`src/rtl/bcd_field_editor.sv`:
```
// Multi-field two-digit BCD editor with cursor, per-field wrap and optional date-mode day clamping.
// Define BCD_FIELD_EDITOR_AUTOREPEAT_EN to add held-button auto-repeat on up/down.
module bcd_field_editor #(
    parameter int NUM_FIELDS = 3,
    parameter logic [8*NUM_FIELDS-1:0] FIELD_MIN = {8'h00, 8'h01, 8'h01},
    parameter logic [8*NUM_FIELDS-1:0] FIELD_MAX = {8'h99, 8'h12, 8'h31},
    parameter int DATE_MODE    = 1,
    parameter int REPEAT_DELAY = 50_000_000,
    parameter int REPEAT_RATE  = 10_000_000
) (
    input  logic                    clk,
    input  logic                    reset,
    input  logic                    en,
    input  logic [8*NUM_FIELDS-1:0] val_in,
    input  logic                    btn_up,
    input  logic                    btn_down,
    input  logic                    btn_left,
    input  logic                    btn_right,
    output logic [8*NUM_FIELDS-1:0] val_out,
    output logic [2:0]              cursor,
    output logic                    dirty,
    output logic                    ready
);

    localparam logic [1:0] ST_IDLE  = 2'd0;
    localparam logic [1:0] ST_LOAD  = 2'd1;
    localparam logic [1:0] ST_EDIT  = 2'd2;
    localparam logic [1:0] ST_CLAMP = 2'd3;
    localparam logic [2:0] LAST_FIELD = 3'(NUM_FIELDS - 1);

    if (NUM_FIELDS < 2 || NUM_FIELDS > 8 || (DATE_MODE != 0 && NUM_FIELDS < 3)
        || REPEAT_DELAY < 1 || REPEAT_RATE < 1) begin : g_bad_params
        $error("bcd_field_editor: illegal parameter combination");
    end

    function automatic logic [7:0] get_field(input logic [8*NUM_FIELDS-1:0] v, input logic [2:0] idx);
        logic [7:0] f;
        f = 8'h00;
        for (int i = 0; i < NUM_FIELDS; i++) begin
            if (idx == 3'(i)) f = v[i*8 +: 8];
        end
        return f;
    endfunction

    function automatic logic [7:0] bcd_inc(input logic [7:0] v);
        logic [7:0] r;
        if (v[3:0] == 4'h9) r = {((v[7:4] == 4'h9) ? 4'h0 : v[7:4] + 4'h1), 4'h0};
        else                r = {v[7:4], v[3:0] + 4'h1};
        return r;
    endfunction

    function automatic logic [7:0] bcd_dec(input logic [7:0] v);
        logic [7:0] r;
        if (v[3:0] == 4'h0) r = {((v[7:4] == 4'h0) ? 4'h9 : v[7:4] - 4'h1), 4'h9};
        else                r = {v[7:4], v[3:0] - 4'h1};
        return r;
    endfunction

    // Year is 20YY; 2000 is a multiple of 4, so only YY decides leap years.
    function automatic logic [7:0] days_in_month(input logic [7:0] m, input logic [7:0] y);
        logic [6:0] yb;
        logic [7:0] d;
        yb = 7'(y[7:4]) * 7'd10 + 7'(y[3:0]);
        case (m)
            8'h02:                      d = (yb[1:0] == 2'b00) ? 8'h29 : 8'h28;
            8'h04, 8'h06, 8'h09, 8'h11: d = 8'h30;
            default:                    d = 8'h31;
        endcase
        return d;
    endfunction

    logic [1:0]              state_r, state_n_s;
    logic [3:0]              prev_r, prev_n_s;
    logic [3:0]              levels_s, press_s;
    logic                    rep_up_s, rep_dn_s, up_ev_s, dn_ev_s;
    logic [7:0]              fld_s, fmin_s, fmax_s, new_fld_s, dim_s;
    logic [8*NUM_FIELDS-1:0] val_n_s;
    logic [2:0]              cursor_n_s;
    logic                    dirty_n_s;

    assign levels_s = {btn_right, btn_left, btn_down, btn_up};
    assign press_s  = levels_s & ~prev_r;
    assign dim_s    = days_in_month(get_field(val_out, 3'd1), get_field(val_out, 3'd2));

`ifdef BCD_FIELD_EDITOR_AUTOREPEAT_EN
    logic [31:0] rep_cnt_r;
    logic        rep_first_r;
    logic        rep_hold_s, rep_fire_s;

    assign rep_hold_s = en && (state_r == ST_EDIT) && (btn_up ^ btn_down);
    assign rep_fire_s = rep_hold_s && (rep_first_r ? (rep_cnt_r == 32'(REPEAT_DELAY - 1))
                                                   : (rep_cnt_r == 32'(REPEAT_RATE - 1)));
    assign rep_up_s   = rep_fire_s & btn_up;
    assign rep_dn_s   = rep_fire_s & btn_down;

    // Hold-time counter: first repeat after REPEAT_DELAY, then every REPEAT_RATE.
    always_ff @(posedge clk) begin
        if (reset || !rep_hold_s) begin
            rep_cnt_r   <= 32'd0;
            rep_first_r <= 1'b1;
        end else if (rep_fire_s) begin
            rep_cnt_r   <= 32'd0;
            rep_first_r <= 1'b0;
        end else begin
            rep_cnt_r   <= rep_cnt_r + 32'd1;
        end
    end
`else
    assign rep_up_s = 1'b0;
    assign rep_dn_s = 1'b0;
`endif

    // Up/down result for the field under the cursor, including wrap and out-of-range snap.
    always_comb begin
        up_ev_s = press_s[0] | rep_up_s;
        dn_ev_s = press_s[1] | rep_dn_s;
        fld_s   = get_field(val_out, cursor);
        fmin_s  = get_field(FIELD_MIN, cursor);
        fmax_s  = (DATE_MODE != 0 && cursor == 3'd0) ? dim_s : get_field(FIELD_MAX, cursor);
        if (up_ev_s && !dn_ev_s) begin
            new_fld_s = (fld_s == fmax_s || fld_s < fmin_s || fld_s > fmax_s) ? fmin_s : bcd_inc(fld_s);
        end else if (dn_ev_s && !up_ev_s) begin
            new_fld_s = (fld_s == fmin_s || fld_s < fmin_s || fld_s > fmax_s) ? fmax_s : bcd_dec(fld_s);
        end else begin
            new_fld_s = fld_s;
        end
    end

    // Next-state logic for the FSM, fields, cursor and button history.
    always_comb begin
        state_n_s  = state_r;
        val_n_s    = val_out;
        cursor_n_s = cursor;
        dirty_n_s  = dirty;
        prev_n_s   = prev_r;
        if (!en) begin
            state_n_s  = ST_IDLE;
            cursor_n_s = 3'd0;
        end else begin
            case (state_r)
                ST_IDLE: state_n_s = ST_LOAD;
                ST_LOAD: begin
                    val_n_s    = val_in;
                    dirty_n_s  = 1'b0;
                    cursor_n_s = 3'd0;
                    prev_n_s   = levels_s;
                    state_n_s  = ST_EDIT;
                end
                ST_EDIT: begin
                    prev_n_s = levels_s;
                    if (new_fld_s != fld_s) begin
                        for (int i = 0; i < NUM_FIELDS; i++) begin
                            if (cursor == 3'(i)) val_n_s[i*8 +: 8] = new_fld_s;
                            else                 val_n_s[i*8 +: 8] = val_out[i*8 +: 8];
                        end
                        dirty_n_s = 1'b1;
                        if (DATE_MODE != 0 && (cursor == 3'd1 || cursor == 3'd2)) state_n_s = ST_CLAMP;
                        else                                                       state_n_s = ST_EDIT;
                    end else begin
                        state_n_s = ST_EDIT;
                    end
                    if (press_s[3] && !press_s[2]) begin
                        cursor_n_s = (cursor == LAST_FIELD) ? 3'd0 : cursor + 3'd1;
                    end else if (press_s[2] && !press_s[3]) begin
                        cursor_n_s = (cursor == 3'd0) ? LAST_FIELD : cursor - 3'd1;
                    end else begin
                        cursor_n_s = cursor;
                    end
                end
                ST_CLAMP: begin
                    prev_n_s = levels_s;
                    if (val_out[7:0] > dim_s) begin
                        val_n_s[7:0] = dim_s;
                        dirty_n_s    = 1'b1;
                    end else begin
                        val_n_s[7:0] = val_out[7:0];
                    end
                    state_n_s = ST_EDIT;
                end
                default: state_n_s = ST_IDLE;
            endcase
        end
    end

    // State and output registers; ready mirrors "next state is EDIT".
    always_ff @(posedge clk) begin
        if (reset) begin
            state_r <= ST_IDLE;
            prev_r  <= 4'd0;
            val_out <= '0;
            cursor  <= 3'd0;
            dirty   <= 1'b0;
            ready   <= 1'b0;
        end else begin
            state_r <= state_n_s;
            prev_r  <= prev_n_s;
            val_out <= val_n_s;
            cursor  <= cursor_n_s;
            dirty   <= dirty_n_s;
            ready   <= (state_n_s == ST_EDIT);
        end
    end

endmodule

```
`config.mk`:
```
export PLATFORM = sky130hd
export DESIGN_NAME = bcd_field_editor
export DESIGN_NICKNAME = d
export VERILOG_FILES = /design/src/rtl/bcd_field_editor.sv
export SDC_FILE = /design/constraint.sdc
export NUM_CORES = 1
export LEC_CHECK = 0
export CELL_PAD_IN_SITES_DETAIL_PLACEMENT = 1
export CELL_PAD_IN_SITES_GLOBAL_PLACEMENT = 1
export CORE_MARGIN = 2
export CORE_UTILIZATION = 39
export DETAILED_ROUTE_END_ITERATION = 10
export GPL_ROUTABILITY_DRIVEN = 0
export PLACE_DENSITY_LB_ADDON = 0.1
export SYNTH_ARGS = -nofsm -noshare
export SYNTH_HDL_FRONTEND = slang
export SYNTH_SLANG_ARGS = --single-unit
```
`constraint.sdc`:
```
create_clock -name clk -period 5.5 [get_ports clk]
set_input_delay 0.55 -clock clk [delete_from_list [all_inputs] [get_ports clk]]
set_output_delay 0.55 -clock clk [all_outputs]
set_load 0.01 [all_outputs]
```
# Yosys cells after proc, flatten, opt, wreduce, memory -nomap -nowiden
# Cells that the tools add are included.
totals:
  reg_bits: 35
  out_inout_bits: 29
op_classes:
  n_addsub: 7
  n_mux: 38
  n_bitwise: 3
  reduce_logical: 30
  n_eq_ne: 22
  n_mul: 1
  n_lt_le_gt_ge: 3
op_table:
  columns: ["cell", "count"]
  rows:
  - ["$mux 8", 17]
  - ["$pmux 16 s2", 1]
  - ["$mux 24", 1]
  - ["$pmux 8 s3", 1]
  - ["$eq 8x3->1 const B", 2]
  - ["$eq 8x8->1", 2]
  - ["$mux 3", 4]
  - ["$reduce_and 4->1", 3]
  - ["$ne 2x2->1 const B", 5]
  - ["$pmux 5 s2", 1]
  - ["$add 4x1->4 const B", 2]
  - ["$eq 4x4->1 const B", 2]
  - ["$eq 8x2->1 const B", 1]
  - ["$eq 8x4->1 const B", 1]
  - ["$eq 8x5->1 const B", 1]
  - ["$gt 8x6->1", 1]
  - ["$gt 8x8->1", 1]
  - ["$logic_not 4->1", 2]
  - ["$lt 8x8->1", 1]
  - ["$mux 4", 2]
  - ["$ne 8x8->1", 1]
  - ["$sub 4x1->4 const B", 2]
  - ["$eq 2x2->1 const B", 3]
  - ["$pmux 2 s3", 1]
  - ["other kinds (28)", 46]

# Depth between registers and ports, before layout
depth:
  depth_word: 16
  depth_mapped: 23
  ltp_nobuf: 18

# Worst setup path after synthesis
# Ideal clock, no wire load.
synth_path:
  path_type: "reg-to-reg"
  start: "register cursor[0]"
  end: "register val_out[5]"
  period_less_slack_ns: 4.831
  n_path_buf: 4
  stages_incl_launch_ff: 19
  setup_ns: 0.121
  arrival_ns: 4.710
  path_slack_ns: 0.669
  cell_sequence: "dfxtp_1 > inv_1 > ha_1 > buf_4 > buf_4 > buf_2 > a221oi_1 > buf_2 > clkinv_1 > ha_1 > nand3_1 > or4_4 > a21boi_4 > mux2_2 > a221oi_1 > nand4_2 > o31a_1 > nand2_1 > mux2_2"
synth_between:
  elab_chain_cells: 13
synth_rtl:
  columns: ["item", "line", "rtl"]
  rows:
  - ["from (decl)", "20", "output logic [2:0] cursor,"]
  - ["from (signal assigned)", "198", "cursor <= cursor_n_s;"]
  - ["$logic_not 3->1", "40, 119, 153", null]
  - ["$mux 8 or $mux 1 (tied branches)", "40", "if (idx == 3'(i)) f = v[i*8 +: 8];"]
  - ["$mux 8 (2 in series)", "40", null]
  - ["$lt 8x8->1, or another cell as far along", "121, 123", null]
  - ["$logic_or 1x1->1 or $mux 4 (tied branches)", "123, 54", null]
  - ["$logic_or 1x1->1 or $mux 8 (tied branches)", "123, 54", null]
  - ["$mux 8", "123", "new_fld_s = (fld_s == fmin_s || fld_s < fmin_s || fld_s > fmax_s) ? fmax_s : bcd_dec(fld_s);"]
  - ["$mux 8", "122", "end else if (dn_ev_s && !up_ev_s) begin"]
  - ["$mux 8", "120", "if (up_ev_s && !dn_ev_s) begin"]
  - ["$ne 8x8->1 or $mux 8 (tied branches)", "151, 153", null]
  - ["$ne 2x2->1 (no source line) or $mux 24 (tied branches)", null, null]
  - ["$reduce_and 5->1 (no source line) or $pmux 8 s3 (tied branches)", null, null]
  - ["to (signal assigned)", "197", "val_out <= val_n_s;"]
  - ["to (decl)", "19", "output logic [8*NUM_FIELDS-1:0] val_out,"]
# Parallel ways exist; a longest one is shown, timed or not. The select of a mux whose other input is x is not followed.
# A chain may end at the register's enable or synchronous reset.

# Worst setup path in the final report
layout_path:
  start: "register cursor[0]"
  end: "register val_out[19]"
layout_between:
  elab_chain_cells: 13
layout_rtl:
  columns: ["item", "line"]
  rows:
  - ["$logic_not 3->1", "40, 119"]
  - ["$mux 8 or $mux 1 (tied branches)", "40"]
  - ["$mux 8 (2 in series)", "40"]
  - ["$lt 8x8->1, or another cell as far along", "121, 123"]
  - ["$logic_or 1x1->1 or $mux 4 (tied branches)", "123, 54"]
  - ["$logic_or 1x1->1 or $mux 8 (tied branches)", "123, 54"]
  - ["$mux 8", "123"]
  - ["$mux 8", "122"]
  - ["$mux 8", "120"]
  - ["$ne 8x8->1 or $mux 8 (tied branches)", "151, 153"]
  - ["$ne 2x2->1 (no source line) or $mux 24 (tied branches)", null]
  - ["$reduce_and 4->1 (no source line) or $pmux 16 s2 (tied branches)", null]
# Parallel ways exist; a longest one is shown, timed or not. The select of a mux whose other input is x is not followed.

==> flow_summary.yaml <==
outcome:
  status: "finished, final reports clean"
timing:
  fin_ws_ns: 0.2155
  skew_ns: 0.009812
  tightest_slew_ns: 0.9881
  hold_viol_final: 0
  fin_crit_sh: 0.9608
  slew_violations: 0
  finalSetupViolations: 0
  min_period_ns: 5.285
  max_clock_freq_ghz: 0.1892
  slew_headroom: 0.3369
detailed_routing:
  vias: 4052
  drt_iter0_drc: 202
  ant_nets: 0
  wl_um: 13950
  drt-pass1-iter-count: 4
  post-route-drc-count: 0
  wl_per_cell_um: 21.94
  viasPerCell: 6.371
place:
  preCtsSetupSlack_ns: 0.1021
  hpwl_um: 10710
  io_buffers: 59
  dp_cells: 628
worst_setup_path:
  slowest_delay_ns: 0.62
  r2r_setup_slack_ns: 0.22
  crit_path_start_kind: "flop"
  r2r_start: "cursor[0]"
  crit_arrival_ns: 5.50
  rr_endpoint: "val_out[19]"
  cp_top_family: "compound AO/OA/AOI/OAI gates"
  crit_buf_inv: 4
  reg2reg_depth: 19
  setup.worst_path.end: "val_out[19]"
  cp_max_fo: 15
  worstSetupEndpointType: "flop"
  crit_required_ns: 5.72
  slowest_stage: "or4_1"
  cp.depth: 19
  worstPathCellList: "inv_1 > ha_2 > nor2b_1 > or4_1 > inv_2 > ha_1 > nor2b_1 > o21ai_0 > o311ai_2 > a21o_2 > a21boi_4 > mux2i_1 > a2bb2oi_1 > buf_4 > xnor2_2 > o31ai_2 > buf_4 > or4_1 > a21oi_1"
  crit_start: "cursor[0]"
  critPathKind: "flop to flop"
power_and_ir_drop:
  power_density_nw_per_um2: 189.5
  swShare: 0.3748
  p_int_mw: 0.5096
  combPwrFrac: 0.389
  seq_power_share: 0.344
  p_leak_nw: 1.622
  vdd_drop_max_mv: 0.1145
  p_switching_mw: 0.3055
  clkPwrFrac: 0.267
synth:
  yosys.area.top_type: "dfxtp_1"
  synth-seq-cells: 35
  syn-cell-area_um2: 3451
  synth_top_area_share: 0.2030
  ys_seq_area_frac: 0.2030
  yosysWarnings: 0
  syn_avg_cell_area_um2: 7.296
  synth_common_cells: "nor2_1 (62), a21oi_1 (43), dfxtp_1 (35)"
  synth_top_flop_cell: "dfxtp_1"
  yosysMostFrequentCell: "nor2_1"
  synthCells: 473
  synth_edf_count: 0
  async_flop_share: 0
  synth_area_leaders: "dfxtp_1 (20%), nor2_1 (6.7%), a21oi_1 (6.2%)"
  synth_nets: 520
  synth.distinct_cells: 73
clocking:
  insertion_delay_ns: 0.30
  path_clk_slew_ns: 0.08
  cts_tree: "yes"
  cts-hold-fix-buffers: 0
  root_buffer: "clkbuf_8"
  cts_made_buffers: 5
  postCtsSetupBuffers: 0
  clock_sinks: 35
  h-tree-depth: 2
  cts_buffer_depth: 2
floorplan:
  die-area_um2: 9617
  coreArea_um2: 8636
  rows: 34
  die_y_um: 98.07
  io_pins: 60
  floorplan.initialDensity: 0.3996
  die_width_um: 98.07
grt:
  grt_start_max_net_pins: 41
  overflow: 0
  grt_first_pass_wirelength_um: 22070
  grt_antenna_before_repair: 0
  grt_pass1_vias: 4076
  grt_util_all_layers: 0.2841
finish:
  layout-drive-gt1-share: 0.1042
  nets: 574
  area_growth_pct: 24.66
  diodes: 0
  instances_no_fill: 636
  final_util: 0.4981
worst_hold_path:
  hp-class: "flop to flop"
flow_run:
  maxCapViolations: 0
-- sequential cells by signal (all words and copies together), names as in the netlist --
name and count:
val_out 24, cursor 3, ready 1, state_r 2, prev_r 4, dirty 1
-- how the worst min path moves through the flow --
stage | from | cells past startpoint | slack [ns] | to
floorplan | prev_r[2] | 2 | 0.45 | prev_r[2]
global placement | prev_r[2] | 2 | 0.47 | prev_r[2]
detailed placement | prev_r[3] | 2 | 0.49 | prev_r[3]
CTS | prev_r[2] | 2 | 0.51 | prev_r[2]
global route | prev_r[3] | 2 | 0.56 | prev_r[3]
finish | prev_r[2] | 2 | 0.50 | prev_r[2]
-- cells in the final DEF (no fill, tap or decap), types with 3 or more instances in the layout --
| master | synthesis | final |
|---|---|---|
| a31oi_1 | 4 | 4 |
| a221oi_1 | 3 | 3 |
| o21ai_0 | 22 | 22 |
| a221o_1 | 4 | 4 |
| or3_1 | 3 | 3 |
| nor2b_1 | 11 | 11 |
| nor4_1 | 3 | 3 |
| o211ai_1 | 8 | 8 |
| buf_4 | 4 | 22 |
| ha_1 | 16 | 13 |
| nand3_1 | 13 | 13 |
| clkinv_1 | 3 | 3 |
| nand4_1 | 3 | 3 |
| xnor2_1 | 5 | 5 |
| a211oi_1 | 12 | 12 |
| or4_1 | 7 | 7 |
| nor4_2 | 3 | 3 |
| nor3b_1 | 3 | 3 |
| o311ai_0 | 3 | 3 |
| nand3b_1 | 4 | 4 |
| o22ai_1 | 3 | 3 |
| dfxtp_1 | 35 | 35 |
| o31ai_1 | 7 | 6 |
| mux2i_1 | 12 | 12 |
| nand2_1 | 31 | 31 |
| inv_1 | 16 | 16 |
| clkbuf_8 | 0 | 7 |
| nand2b_1 | 14 | 14 |
| nor2_1 | 62 | 62 |
| a21oi_1 | 43 | 43 |
| a311oi_1 | 11 | 11 |
| a21o_1 | 7 | 6 |
| clkdlybuf4s50_1 | 0 | 59 |
| nor3_1 | 16 | 16 |
| o2111ai_1 | 5 | 5 |
-- stage by stage --
step                hold WS (ns)  cell area [um2]  setup TNS (ns)  total power, mW
floorplan                 0.4543             3451               0           0.4790
global placement          0.4666             4165               0           0.5838
detailed placement        0.4947             4165               0           0.5902
CTS                       0.5136             4265               0           0.8108
global route              0.5620             4302         -0.1567           0.8548
finish                    0.5028             4302               0           0.8152
-- layout make-up --
type / instances / area [um2]
repair buffers: 81 / 755.7
multi-input cells: 382 / 2526
inverters: 22 / 83.83
clock buffers: 8 / 100.1
fillers: 1078 / 4334
flip-flops and latches: 35 / 700.7
well taps: 108 / 135.1
-- logic make-up (layout without fill, tap and decap cells) --
logic type,Yosys count,after routing,synth area share
AND/OR/NAND/NOR,186,186,0.2821
XOR/XNOR,7,7,0.01994
adder cells (fa/ha/maj),16,16,0.05801
multiplexers,14,14,0.04134
buffers and inverters,56,111,0.07541
AO/OA/AOI/OAI,159,159,0.3202
flip-flops,35,35,0.2030
-- power by group through the flow --
| stage | Clock (mW) | Combinational, mW | Sequential, mW |
|---|---|---|---|
| global placement | 0 | 0.298 | 0.286 |
| CTS | 0.224 | 0.306 | 0.280 |
| finish | 0.217 | 0.317 | 0.281 |
| floorplan | 0 | 0.196 | 0.283 |
| detailed placement | 0 | 0.304 | 0.286 |
| global route | 0.230 | 0.342 | 0.282 |
-- tightest hold or removal path, stage by stage, from the launching register on --
cell and delay (ns):
dfxtp_1 0.33, mux2i_1 0.07, nor2_1 0.07
-- routing by layer --
metal  track usage  share of wire  vias up
li1              -              -     1884
met5             0              0        -
met1        0.3832           0.45     1996
met2        0.4631           0.47      143
met3       0.03651          0.051       29
met4        0.1068          0.031        0
-- repair_timing --
action	CTS	global route
resized for setup	0	9
hold endpoints to repair	0	0
setup endpoints to repair	0	27
(Power assumes the default switching activity.)
